$ cat config.mk
export PLATFORM = sky130hd
export DESIGN_NAME = riscv_osd_him_peer_flat
export DESIGN_NICKNAME = d
export VERILOG_FILES = /design/src/rtl/riscv_osd_him_peer_if.sv /design/src/rtl/riscv_osd_him_peer.sv /design/src/flat_wrapper.sv
export SDC_FILE = /design/constraint.sdc
export NUM_CORES = 1
export LEC_CHECK = 0
export ABC_CLOCK_PERIOD_IN_PS = 9600
export BUFFER_PORTS_ARGS = -buffer_cell sky130_fd_sc_hd__buf_4
export CAP_MARGIN = 20
export CORE_ASPECT_RATIO = 1.25
export CORE_UTILIZATION = 30
export DETAILED_ROUTE_END_ITERATION = 8
export GPL_ROUTABILITY_DRIVEN = 1
export PLACE_DENSITY = 0.48
export SLEW_MARGIN = 40
export SYNTH_ARGS = -nofsm -noshare
export SYNTH_HDL_FRONTEND = slang
export SYNTH_SLANG_ARGS = --single-unit
$ cat constraint.sdc
create_clock -name clk -period 9.6 [get_ports clk]
set_input_delay 0.48 -clock clk [delete_from_list [all_inputs] [get_ports clk]]
set_output_delay 0.48 -clock clk [all_outputs]
set_load 0.02 [all_outputs]
$ cat src/rtl/riscv_osd_him_peer_if.sv
// ----------------------------------------------------------------------------
// riscv_osd_him_peer_if : DII / GLIP stream bundle for the host-side HIM peer
// Rev 1.0
// ----------------------------------------------------------------------------
`default_nettype none

interface riscv_osd_him_peer_if #(
  parameter int XLEN = 64
);
  logic [XLEN-1:0] dii_in_data;
  logic            dii_in_last;
  logic            dii_in_valid;
  logic            dii_in_ready;

  logic [XLEN-1:0] glip_out_data;
  logic            glip_out_valid;
  logic            glip_out_ready;

  logic [XLEN-1:0] glip_in_data;
  logic            glip_in_valid;
  logic            glip_in_ready;

  logic [XLEN-1:0] dii_out_data;
  logic            dii_out_last;
  logic            dii_out_valid;
  logic            dii_out_ready;

  logic            err_overflow;

  // master: host environment driving the peer
  modport master (
    output dii_in_data, dii_in_last, dii_in_valid,
    input  dii_in_ready,
    input  glip_out_data, glip_out_valid,
    output glip_out_ready,
    output glip_in_data, glip_in_valid,
    input  glip_in_ready,
    input  dii_out_data, dii_out_last, dii_out_valid,
    output dii_out_ready,
    input  err_overflow
  );

  // slave: the peer itself
  modport slave (
    input  dii_in_data, dii_in_last, dii_in_valid,
    output dii_in_ready,
    output glip_out_data, glip_out_valid,
    input  glip_out_ready,
    input  glip_in_data, glip_in_valid,
    output glip_in_ready,
    output dii_out_data, dii_out_last, dii_out_valid,
    input  dii_out_ready,
    output err_overflow
  );
endinterface

`default_nettype wire

$ cat src/rtl/riscv_osd_him_peer.sv
// ----------------------------------------------------------------------------
// riscv_osd_him_peer : host-side DII <-> length-prefixed GLIP word bridge
// Rev 1.0
// ----------------------------------------------------------------------------
`default_nettype none

module riscv_osd_him_peer #(
  parameter int XLEN        = 64,
  parameter int BUFFER_SIZE = 4
) (
  input  logic                clk,
  input  logic                rstn,
  riscv_osd_him_peer_if.slave bus
);

  localparam int CW = $clog2(BUFFER_SIZE) + 1;
  localparam int AW = $clog2(BUFFER_SIZE);
  localparam logic [CW-1:0] C_FULL = CW'(BUFFER_SIZE);

  typedef enum logic [1:0] {
    TX_FILL = 2'd0,
    TX_HDR  = 2'd1,
    TX_DATA = 2'd2
  } tx_state_e;

  typedef enum logic [0:0] {
    RX_IDLE = 1'b0,
    RX_DATA = 1'b1
  } rx_state_e;

  tx_state_e       tx_state_q, tx_state_d;
  logic [CW-1:0]   count_q, count_d;
  logic [AW-1:0]   rd_q, rd_d;
  logic            err_q, err_d;
  logic [XLEN-1:0] mem_q [BUFFER_SIZE];
  logic            wr_en;
  logic [AW-1:0]   wr_addr;

  rx_state_e       rx_state_q, rx_state_d;
  logic [4:0]      remaining_q, remaining_d;

  assign wr_addr          = count_q[AW-1:0];
  assign bus.err_overflow = err_q;

  // TX: collect a whole packet, then emit size word followed by the flits
  always_comb begin
    tx_state_d         = tx_state_q;
    count_d            = count_q;
    rd_d               = rd_q;
    err_d              = err_q;
    wr_en              = 1'b0;
    bus.dii_in_ready   = 1'b0;
    bus.glip_out_valid = 1'b0;
    bus.glip_out_data  = '0;
    unique case (tx_state_q)
      TX_FILL: begin
        bus.dii_in_ready = 1'b1;
        if (bus.dii_in_valid) begin
          if (count_q < C_FULL) begin
            wr_en   = 1'b1;
            count_d = count_q + CW'(1);
          end else begin
            err_d = 1'b1;
          end
          if (bus.dii_in_last) begin
            tx_state_d = TX_HDR;
          end
        end
      end
      TX_HDR: begin
        bus.glip_out_valid = 1'b1;
        bus.glip_out_data  = XLEN'(count_q);
        if (bus.glip_out_ready) begin
          tx_state_d = TX_DATA;
          rd_d       = '0;
        end
      end
      TX_DATA: begin
        bus.glip_out_valid = 1'b1;
        bus.glip_out_data  = mem_q[rd_q];
        if (bus.glip_out_ready) begin
          rd_d = rd_q + AW'(1);
          if ({1'b0, rd_q} == (count_q - CW'(1))) begin
            count_d    = '0;
            tx_state_d = TX_FILL;
          end
        end
      end
      default: tx_state_d = TX_FILL;
    endcase
  end

  // Packet storage carries no reset; count_q alone marks valid entries
  always_ff @(posedge clk) begin
    if (wr_en) begin
      mem_q[wr_addr] <= bus.dii_in_data;
    end
  end

  // RX: size word in IDLE, then a zero-latency pass-through for n words
  always_comb begin
    rx_state_d        = rx_state_q;
    remaining_d       = remaining_q;
    bus.glip_in_ready = 1'b1;
    bus.dii_out_valid = 1'b0;
    bus.dii_out_last  = 1'b0;
    bus.dii_out_data  = bus.glip_in_data;
    unique case (rx_state_q)
      RX_IDLE: begin
        if (bus.glip_in_valid && (bus.glip_in_data[4:0] != 5'd0)) begin
          remaining_d = bus.glip_in_data[4:0];
          rx_state_d  = RX_DATA;
        end
      end
      RX_DATA: begin
        bus.glip_in_ready = bus.dii_out_ready;
        bus.dii_out_valid = bus.glip_in_valid;
        bus.dii_out_last  = (remaining_q == 5'd1);
        if (bus.glip_in_valid && bus.dii_out_ready) begin
          remaining_d = remaining_q - 5'd1;
          if (remaining_q == 5'd1) begin
            rx_state_d = RX_IDLE;
          end
        end
      end
      default: rx_state_d = RX_IDLE;
    endcase
  end

  always_ff @(posedge clk or negedge rstn) begin
    if (!rstn) begin
      tx_state_q  <= TX_FILL;
      count_q     <= '0;
      rd_q        <= '0;
      err_q       <= 1'b0;
      rx_state_q  <= RX_IDLE;
      remaining_q <= '0;
    end else begin
      tx_state_q  <= tx_state_d;
      count_q     <= count_d;
      rd_q        <= rd_d;
      err_q       <= err_d;
      rx_state_q  <= rx_state_d;
      remaining_q <= remaining_d;
    end
  end

endmodule

`default_nettype wire
$ cat src/flat_wrapper.sv
// flat-port wrapper written by rule: the top's interface ports become plain ports
module riscv_osd_him_peer_flat 
#(
  parameter int XLEN        = 64,
  parameter int BUFFER_SIZE = 4
)
  (clk, rstn, bus_dii_in_data, bus_dii_in_last, bus_dii_in_valid, bus_dii_in_ready, bus_glip_out_data, bus_glip_out_valid, bus_glip_out_ready, bus_glip_in_data, bus_glip_in_valid, bus_glip_in_ready, bus_dii_out_data, bus_dii_out_last, bus_dii_out_valid, bus_dii_out_ready, bus_err_overflow);
  riscv_osd_him_peer_if #(.XLEN(XLEN)) bus_i ();
  input  logic clk;
  input  logic rstn;
  input wire logic [$bits(bus_i.dii_in_data)-1:0] bus_dii_in_data;
  input wire logic [$bits(bus_i.dii_in_last)-1:0] bus_dii_in_last;
  input wire logic [$bits(bus_i.dii_in_valid)-1:0] bus_dii_in_valid;
  output wire logic [$bits(bus_i.dii_in_ready)-1:0] bus_dii_in_ready;
  output wire logic [$bits(bus_i.glip_out_data)-1:0] bus_glip_out_data;
  output wire logic [$bits(bus_i.glip_out_valid)-1:0] bus_glip_out_valid;
  input wire logic [$bits(bus_i.glip_out_ready)-1:0] bus_glip_out_ready;
  input wire logic [$bits(bus_i.glip_in_data)-1:0] bus_glip_in_data;
  input wire logic [$bits(bus_i.glip_in_valid)-1:0] bus_glip_in_valid;
  output wire logic [$bits(bus_i.glip_in_ready)-1:0] bus_glip_in_ready;
  output wire logic [$bits(bus_i.dii_out_data)-1:0] bus_dii_out_data;
  output wire logic [$bits(bus_i.dii_out_last)-1:0] bus_dii_out_last;
  output wire logic [$bits(bus_i.dii_out_valid)-1:0] bus_dii_out_valid;
  input wire logic [$bits(bus_i.dii_out_ready)-1:0] bus_dii_out_ready;
  output wire logic [$bits(bus_i.err_overflow)-1:0] bus_err_overflow;
  assign bus_i.dii_in_data = bus_dii_in_data;
  assign bus_i.dii_in_last = bus_dii_in_last;
  assign bus_i.dii_in_valid = bus_dii_in_valid;
  assign bus_dii_in_ready = bus_i.dii_in_ready;
  assign bus_glip_out_data = bus_i.glip_out_data;
  assign bus_glip_out_valid = bus_i.glip_out_valid;
  assign bus_i.glip_out_ready = bus_glip_out_ready;
  assign bus_i.glip_in_data = bus_glip_in_data;
  assign bus_i.glip_in_valid = bus_glip_in_valid;
  assign bus_glip_in_ready = bus_i.glip_in_ready;
  assign bus_dii_out_data = bus_i.dii_out_data;
  assign bus_dii_out_last = bus_i.dii_out_last;
  assign bus_dii_out_valid = bus_i.dii_out_valid;
  assign bus_i.dii_out_ready = bus_dii_out_ready;
  assign bus_err_overflow = bus_i.err_overflow;
  riscv_osd_him_peer #(.XLEN(XLEN), .BUFFER_SIZE(BUFFER_SIZE)) u_core (.clk(clk), .rstn(rstn), .bus(bus_i));
endmodule
==> run metrics, run 1 <==
Setup violations, final 0; syn avg cell area 18.9 µm²; CTS clk-pin slew, worst paths 0.06 ns; post-cts sizing count 0; clock tree sinks 270; PD cells 252 nW/µm²; Post-DP HPWL 15.3 mm; Hold Worst Slack 0.130 ns; CP arrival 2.98 ns; TNS Setup 0 ns; Layout Utilization 36.7%; area delta synth->final 19.3%; hold-fix buffer count after cts 1; worst hold path class in2reg; Num CTS Buffers 28; clk buf depth 3; gpl congestion 0.731; die height 218 µm; CP required 9.12 ns; share of cells above drive strength 1 39.5%; VDD IR-drop max 0.133 mV; post-synth cell types 45; unrepaired setup endpoints after global routing false; gr usage total 13.1%; core footprint 36600 µm²; Inst Count DP 1138; synthesized cell area 11200 µm²; Worst-Margin Slew 0.721 ns; post-CTS setup buffer count 0; synthesized net count 742; non-filler cells, final 1191; Seq/Total Area, Yosys 71.5%; total iterations of the first detailed-routing run 4; num ports 269; dominant synthesized flop cell edfxtp_1; Slew Viols, Final 0; EDFF count, synth 256; H-tree levels 1; vias in the first global route 6295; residual DRC count 0; Nets 835; Synth area leaders edfxtp_1 68%, mux4_2 13%, buf_4 4.3%; Yosys top cell area share 68.4%; Root Buffer clkbuf_16; Post-Route WL 24.9 mm; cell taking the most area after synthesis edfxtp_1; PortBufs 150; Post-Synthesis Cells 596; die area 38300 µm²; Leak 4.79 nW; maximum clock rate 289 MHz; Crit Path Category reg2out; post-route ant nets 0; GRT overflow 0; Worst Path Max Fanout 37; Synth async-reset ratio 5.19%; Vias 5669; first-pass GRT wire length 37.9 mm; min Tclk post-route 3.46 ns; status finished clean; MaxCap Viol Count 0; Starting Density 30.7%; final period utilization 36.1%; Vias/cell 4.76; WL/cell 20.9 µm; diodes inserted 0; Worst Clk Skew 0.0125 ns; initial antenna violation count 1; CTS tree yes; pin count of the biggest net entering global routing 54; worst-skew pair later-pin latency 0.54 ns; Crit. End Element output pin; crit start category register; Final Hold Fails 0; Cell Rows 78; Initial DRC Count 278; synthesized flop and latch total 270; width of the die 175 µm; relative slew slack 51.9%; Yosys Warn Count 0
==> worst max-delay path: stages (launching register included) <==
cell and delay (ns):
dfrtp_4 0.88, buf_6 0.53, mux4_2 0.59, and3_1 0.21, buf_4 0.15
==> registers in the layout, summed over array words and instances, names as in the netlist <==
signal	cells
u_core.mem_q	256
u_core.bus.err_overflow	1
u_core.tx_state_q	2
u_core.rd_q	2
u_core.count_q	3
u_core.rx_state_q	1
u_core.remaining_q	5
==> Yosys cell counts (all sizes together) (5+ instances only) <==
master  instances
a21oi           5
and2            5
and3           62
buf            79
clkbuf         20
dfrtp          14
edfxtp        256
ha             11
inv            12
mux4           64
nand2           8
nor2            5
o21ai           8
==> per-stage QoR <==
stage               instance area (µm²)  worst slack (ns)  power (mW)
detailed placement                12500              6.37        2.34
CTS                               13400              5.77        3.45
finish                            13400              6.14        3.38
global route                      13400              5.88        3.55
global placement                  12400              6.36        2.32
floorplan                         11200              3.72        2.06
==> power by group <==
group | total, mW | switching (mW) | leakage [nW] | internal [mW]
clock network | 1.09 | 0.438 | 0.450 | 0.656
logic | 0.857 | 0.457 | 1.88 | 0.400
registers | 1.43 | 0.0822 | 2.46 | 1.35
total | 3.38 | 0.977 | 4.79 | 2.41
==> layout make-up <==
type / count / area [µm²]
clock inverter: 20 / 201
multi-input combinational: 215 / 2510
clock buffer: 32 / 737
inverter: 12 / 45.0
fill: 3457 / 23200
tap: 480 / 601
sequential: 270 / 8050
timing repair buffer: 162 / 1270
==> worst paths after layout <==
| path | slack (ns) | end | cells after the start | start |
|---|---|---|---|---|
| min reg2reg | 0.49 | u_core.bus.err_overflow | 1 | u_core.bus.err_overflow |
| min in group asynchronous | 0.35 | u_core.remaining_q[3] | 2 | rstn |
| max | 6.14 | bus_glip_out_data[61] | 4 | u_core.rd_q[0] |
| max reg2reg | 6.97 | u_core.mem_q[1][42] | 6 | u_core.tx_state_q[0] |
| max in group asynchronous | 9.04 | u_core.rd_q[1] | 2 | rstn |
| min | 0.13 | u_core.mem_q[2][19] | 1 | bus_dii_in_data[19] |
==> cell usage in the layout, fill, tap and decap left out, types with 2 or more instances in the layout <==
master | Yosys | routed
ha_2 | 0 | 2
a22oi_1 | 4 | 4
clkinv_1 | 0 | 8
nor3b_1 | 2 | 2
mux2i_1 | 4 | 4
a21oi_1 | 5 | 5
a21o_1 | 4 | 4
a221o_1 | 2 | 2
and3_1 | 62 | 62
clkbuf_1 | 20 | 3
ha_1 | 11 | 9
o21ai_0 | 7 | 7
nand3_1 | 3 | 3
nor2_1 | 5 | 5
clkinv_2 | 0 | 4
clkinvlp_4 | 0 | 3
a31oi_1 | 2 | 2
mux2_2 | 2 | 2
buf_12 | 1 | 4
mux4_2 | 64 | 64
nor2b_1 | 3 | 3
clkbuf_16 | 0 | 29
and2_1 | 5 | 2
nand2_1 | 8 | 8
nand4_1 | 2 | 2
dfrtp_1 | 14 | 12
and2_4 | 0 | 3
dfrtp_4 | 0 | 2
buf_4 | 64 | 156
nor3_1 | 3 | 2
edfxtp_1 | 256 | 256
bufinv_16 | 0 | 4
inv_1 | 12 | 12
==> kinds of logic after synthesis <==
family,synth area share (%)
compound gates,2.09
xor+xnor,0.301
fa+ha+maj,1.22
buf+inv,6.30
flops,71.5
mux,13.4
simple gates,5.22
==> layer usage <==
layer / global-route usage (%) / vias to the layer above / routed length [µm]
met1: 15.6 / 2934 / 10100
met5: 0 / - / 17
met4: 5.88 / 2 / 927
li1: - / 2494 / -
met2: 22.4 / 152 / 12400
met3: 3.13 / 87 / 1470
Note: power is estimated with default switching activity, not from simulation.
==> inputs of run 2 (changes only) <==
--- a/config.mk
+++ b/config.mk
@@ -5,7 +5,8 @@
 export SDC_FILE = /design/constraint.sdc
 export NUM_CORES = 1
 export LEC_CHECK = 0
-export ABC_CLOCK_PERIOD_IN_PS = 9600
+export ABC_AREA = 1
+export ABC_CLOCK_PERIOD_IN_PS = 3600
 export BUFFER_PORTS_ARGS = -buffer_cell sky130_fd_sc_hd__buf_4
 export CAP_MARGIN = 20
 export CORE_ASPECT_RATIO = 1.25
==> constraint.sdc (replaced) <==
create_clock -name clk -period 3.6 [get_ports clk]
set_input_delay 0.18 -clock clk [delete_from_list [all_inputs] [get_ports clk]]
set_output_delay 0.18 -clock clk [all_outputs]
set_load 0.02 [all_outputs]
==> run metrics, run 2 <==
relative slew slack 47.4% (-4.5 points); Nets 1259 (+51%); maximum clock rate 368 MHz; total power 10.4 mW (+210%); syn avg cell area 11.8 µm² (-38%); share of cells above drive strength 1 18.3% (-21 points); hold-fix buffer count after cts 71 (+70); Post-Synthesis Cells 964 (+62%); Post-DP HPWL 16.4 mm (+6.9%); biggest regs u_core.mem_q: 256 flops, u_core.remaining_q: 5 flops, u_core.count_q: 3 flops; non-filler cells, final 1622 (+36%); Layout Utilization 38.3% (+1.7 points); synthesized flop and latch total 270 (unchanged); Root Buffer clkbuf_16; vias in the first global route 7430 (+18%); MaxCap Viol Count 0 (unchanged); Setup violations, final 0 (unchanged); PD cells 727 nW/µm² (+190%); pre-CTS setup slack 1.40 ns (-4.97 ns); Synth area leaders edfxtp_1 68%, nor2_1 8.8%, o21ai_0 5.9%; die area 38600 µm² (+0.95%); clock tree sinks 270 (unchanged); most frequent cells in the layout 262 x nor2_1, 256 x edfxtp_1, 153 x buf_4; WL/cell 18.1 µm (-14%); area delta synth->final 25.9%; Hold Worst Slack 0.0401 ns (-0.0895 ns); status finished clean; PnR worst setup slack 0.886 ns (-5.25 ns); Slew Viols, Final 0 (unchanged); Worst Path Max Fanout 70 (+89%); clk buf depth 3 (unchanged); Largest Register u_core.mem_q; synthesized cell area 11400 µm² (+0.96%); VDD IR-drop max 0.387 mV (+190%); final period utilization 75.4%; Synth async-reset ratio 5.19% (unchanged); Worst Clk Skew 0.0116 ns (-0.000879 ns); core footprint 37300 µm² (+1.8%); most common cell in the netlist nor2_1; num ports 269 (unchanged); PortBufs 150 (unchanged); pin count of the biggest net entering global routing 71 (+31%); top post-synthesis cells by count 266 x nor2_1, 256 x edfxtp_1, 134 x o21ai_0; H-tree levels 1 (unchanged); post-route ant nets 0 (unchanged); Seq/Total Area, Yosys 70.8% (-0.68 points); worst-skew pair later-pin latency 0.55 ns (about the same); worst hold path class in2async; first-pass GRT wire length 43.4 mm (+15%); post-cts sizing count 0 (unchanged); Initial DRC Count 325 (+17%); Vias/cell 4.61 (-3.2%); EDFF count, synth 256 (unchanged); Inst Count DP 1496 (+31%); CTS tree yes; cell taking the most area after synthesis edfxtp_1; die height 219 µm (+0.47%); Crit. End Element output pin; residual DRC count 0 (unchanged); Final Hold Fails 0 (unchanged); Cell Rows 79 (+1.3%); Starting Density 30.5% (-0.26 points); Yosys top cell area share 67.7% (-0.65 points); CP arrival 2.53 ns (-0.45 ns); Yosys Warn Count 0 (unchanged); commonest non-fill, non-tap cell in the layout nor2_1; min Tclk post-route 2.71 ns; CTS clk-pin slew, worst paths 0.06 ns (about the same); dpl cell area 12600 µm² (+0.69%); crit start category register; Crit Path Category reg2out; Worst-Margin Slew 0.788 ns (+0.0674 ns); GRT overflow 0 (unchanged); diodes inserted 0 (unchanged); synthesized net count 1110 (+50%); Num CTS Buffers 30 (+7.1%); TNS Setup 0 ns (unchanged); post-CTS setup buffer count 0 (unchanged); CP required 3.42 ns (-5.70 ns); unrepaired setup endpoints after global routing false; gr usage total 15.0% (+1.9 points); width of the die 176 µm (+0.47%); gpl congestion 0.756 (+3.4%); number of flip-flops in the largest register 256 (unchanged); Vias 7470 (+32%); Post-Route WL 29.3 mm (+18%); post-synth cell types 21 (-53%); Leak 5.22 nW (+8.9%); total iterations of the first detailed-routing run 4 (unchanged); post-route cell area 14300 µm² (+6.5%); dominant synthesized flop cell edfxtp_1; initial antenna violation count 2 (+1)
run 2: changes by cell type after synthesis, sizes merged, moves of 5 or more:
cell	change
nor2	+261
o21ai	+135
mux4	-64
and3	-62
a21oi	+59
nand2	+35
inv	+17
buf	+14
nand3	+12
and2	-5
run 2: cells by family after synthesis:
| family | Yosys count | synth area share, % |
|---|---|---|
| DFF | 270 | 70.8 |
| xor gates and xnor gates | 1 | 0.0772 |
| and+or+nand+nor | 328 | 11.1 |
| adders and majority gates | 11 | 1.21 |
| buffers and inverters | 143 | 7.44 |
| AOI/OAI and AO/OA | 211 | 9.37 |
run 2: final cells by class:
type                       instances  area [µm²]
inverter                          29         114
multi-input combinational        551        2510
sequential                       270        8040
clock inverter                    16         221
clock buffer                      39         806
fill                            3546       23000
timing repair buffer             231        1990
tap                              486         608
run 2: critical path: stages (launching register included):
cell	delay, ns
dfrtp_4	0.49
inv_4	0.54
buf_12	0.34
o21ai_0	0.14
a21oi_1	0.25
buf_4	0.19
run 2: power breakdown:
group / leakage [nW] / internal (mW) / switching (mW)
Combinational: 2.24 / 0.982 / 2.14
Sequential: 2.49 / 3.95 / 0.139
Clock: 0.491 / 1.99 / 1.19
Total: 5.22 / 6.92 / 3.46
run 2: path summary, 6_finish.rpt:
kind                                         startpoint                 endpoint  slack, ns  cells past startpoint
worst max-delay path                     u_core.rd_q[0]    bus_glip_out_data[10]       0.89                      5
worst min-delay path                               rstn        u_core.rx_state_q       0.04                      2
worst max register to register     u_core.tx_state_q[0]      u_core.mem_q[1][39]       1.43                      5
worst min register to register  u_core.bus.err_overflow  u_core.bus.err_overflow       0.49                      1
max in group asynchronous                          rstn           u_core.rd_q[0]       3.35                      2
min in group clk                      bus_glip_in_valid        u_core.rx_state_q       0.05                      4
run 2: layer usage:
metal / vias to the layer above / GRT usage [%] / wire length [µm]
li1: 3581 / - / -
met1: 3580 / 17.3 / 11800
met2: 182 / 26.0 / 14400
met3: 123 / 2.31 / 1390
met4: 4 / 9.10 / 1660
met5: - / 0 / 31
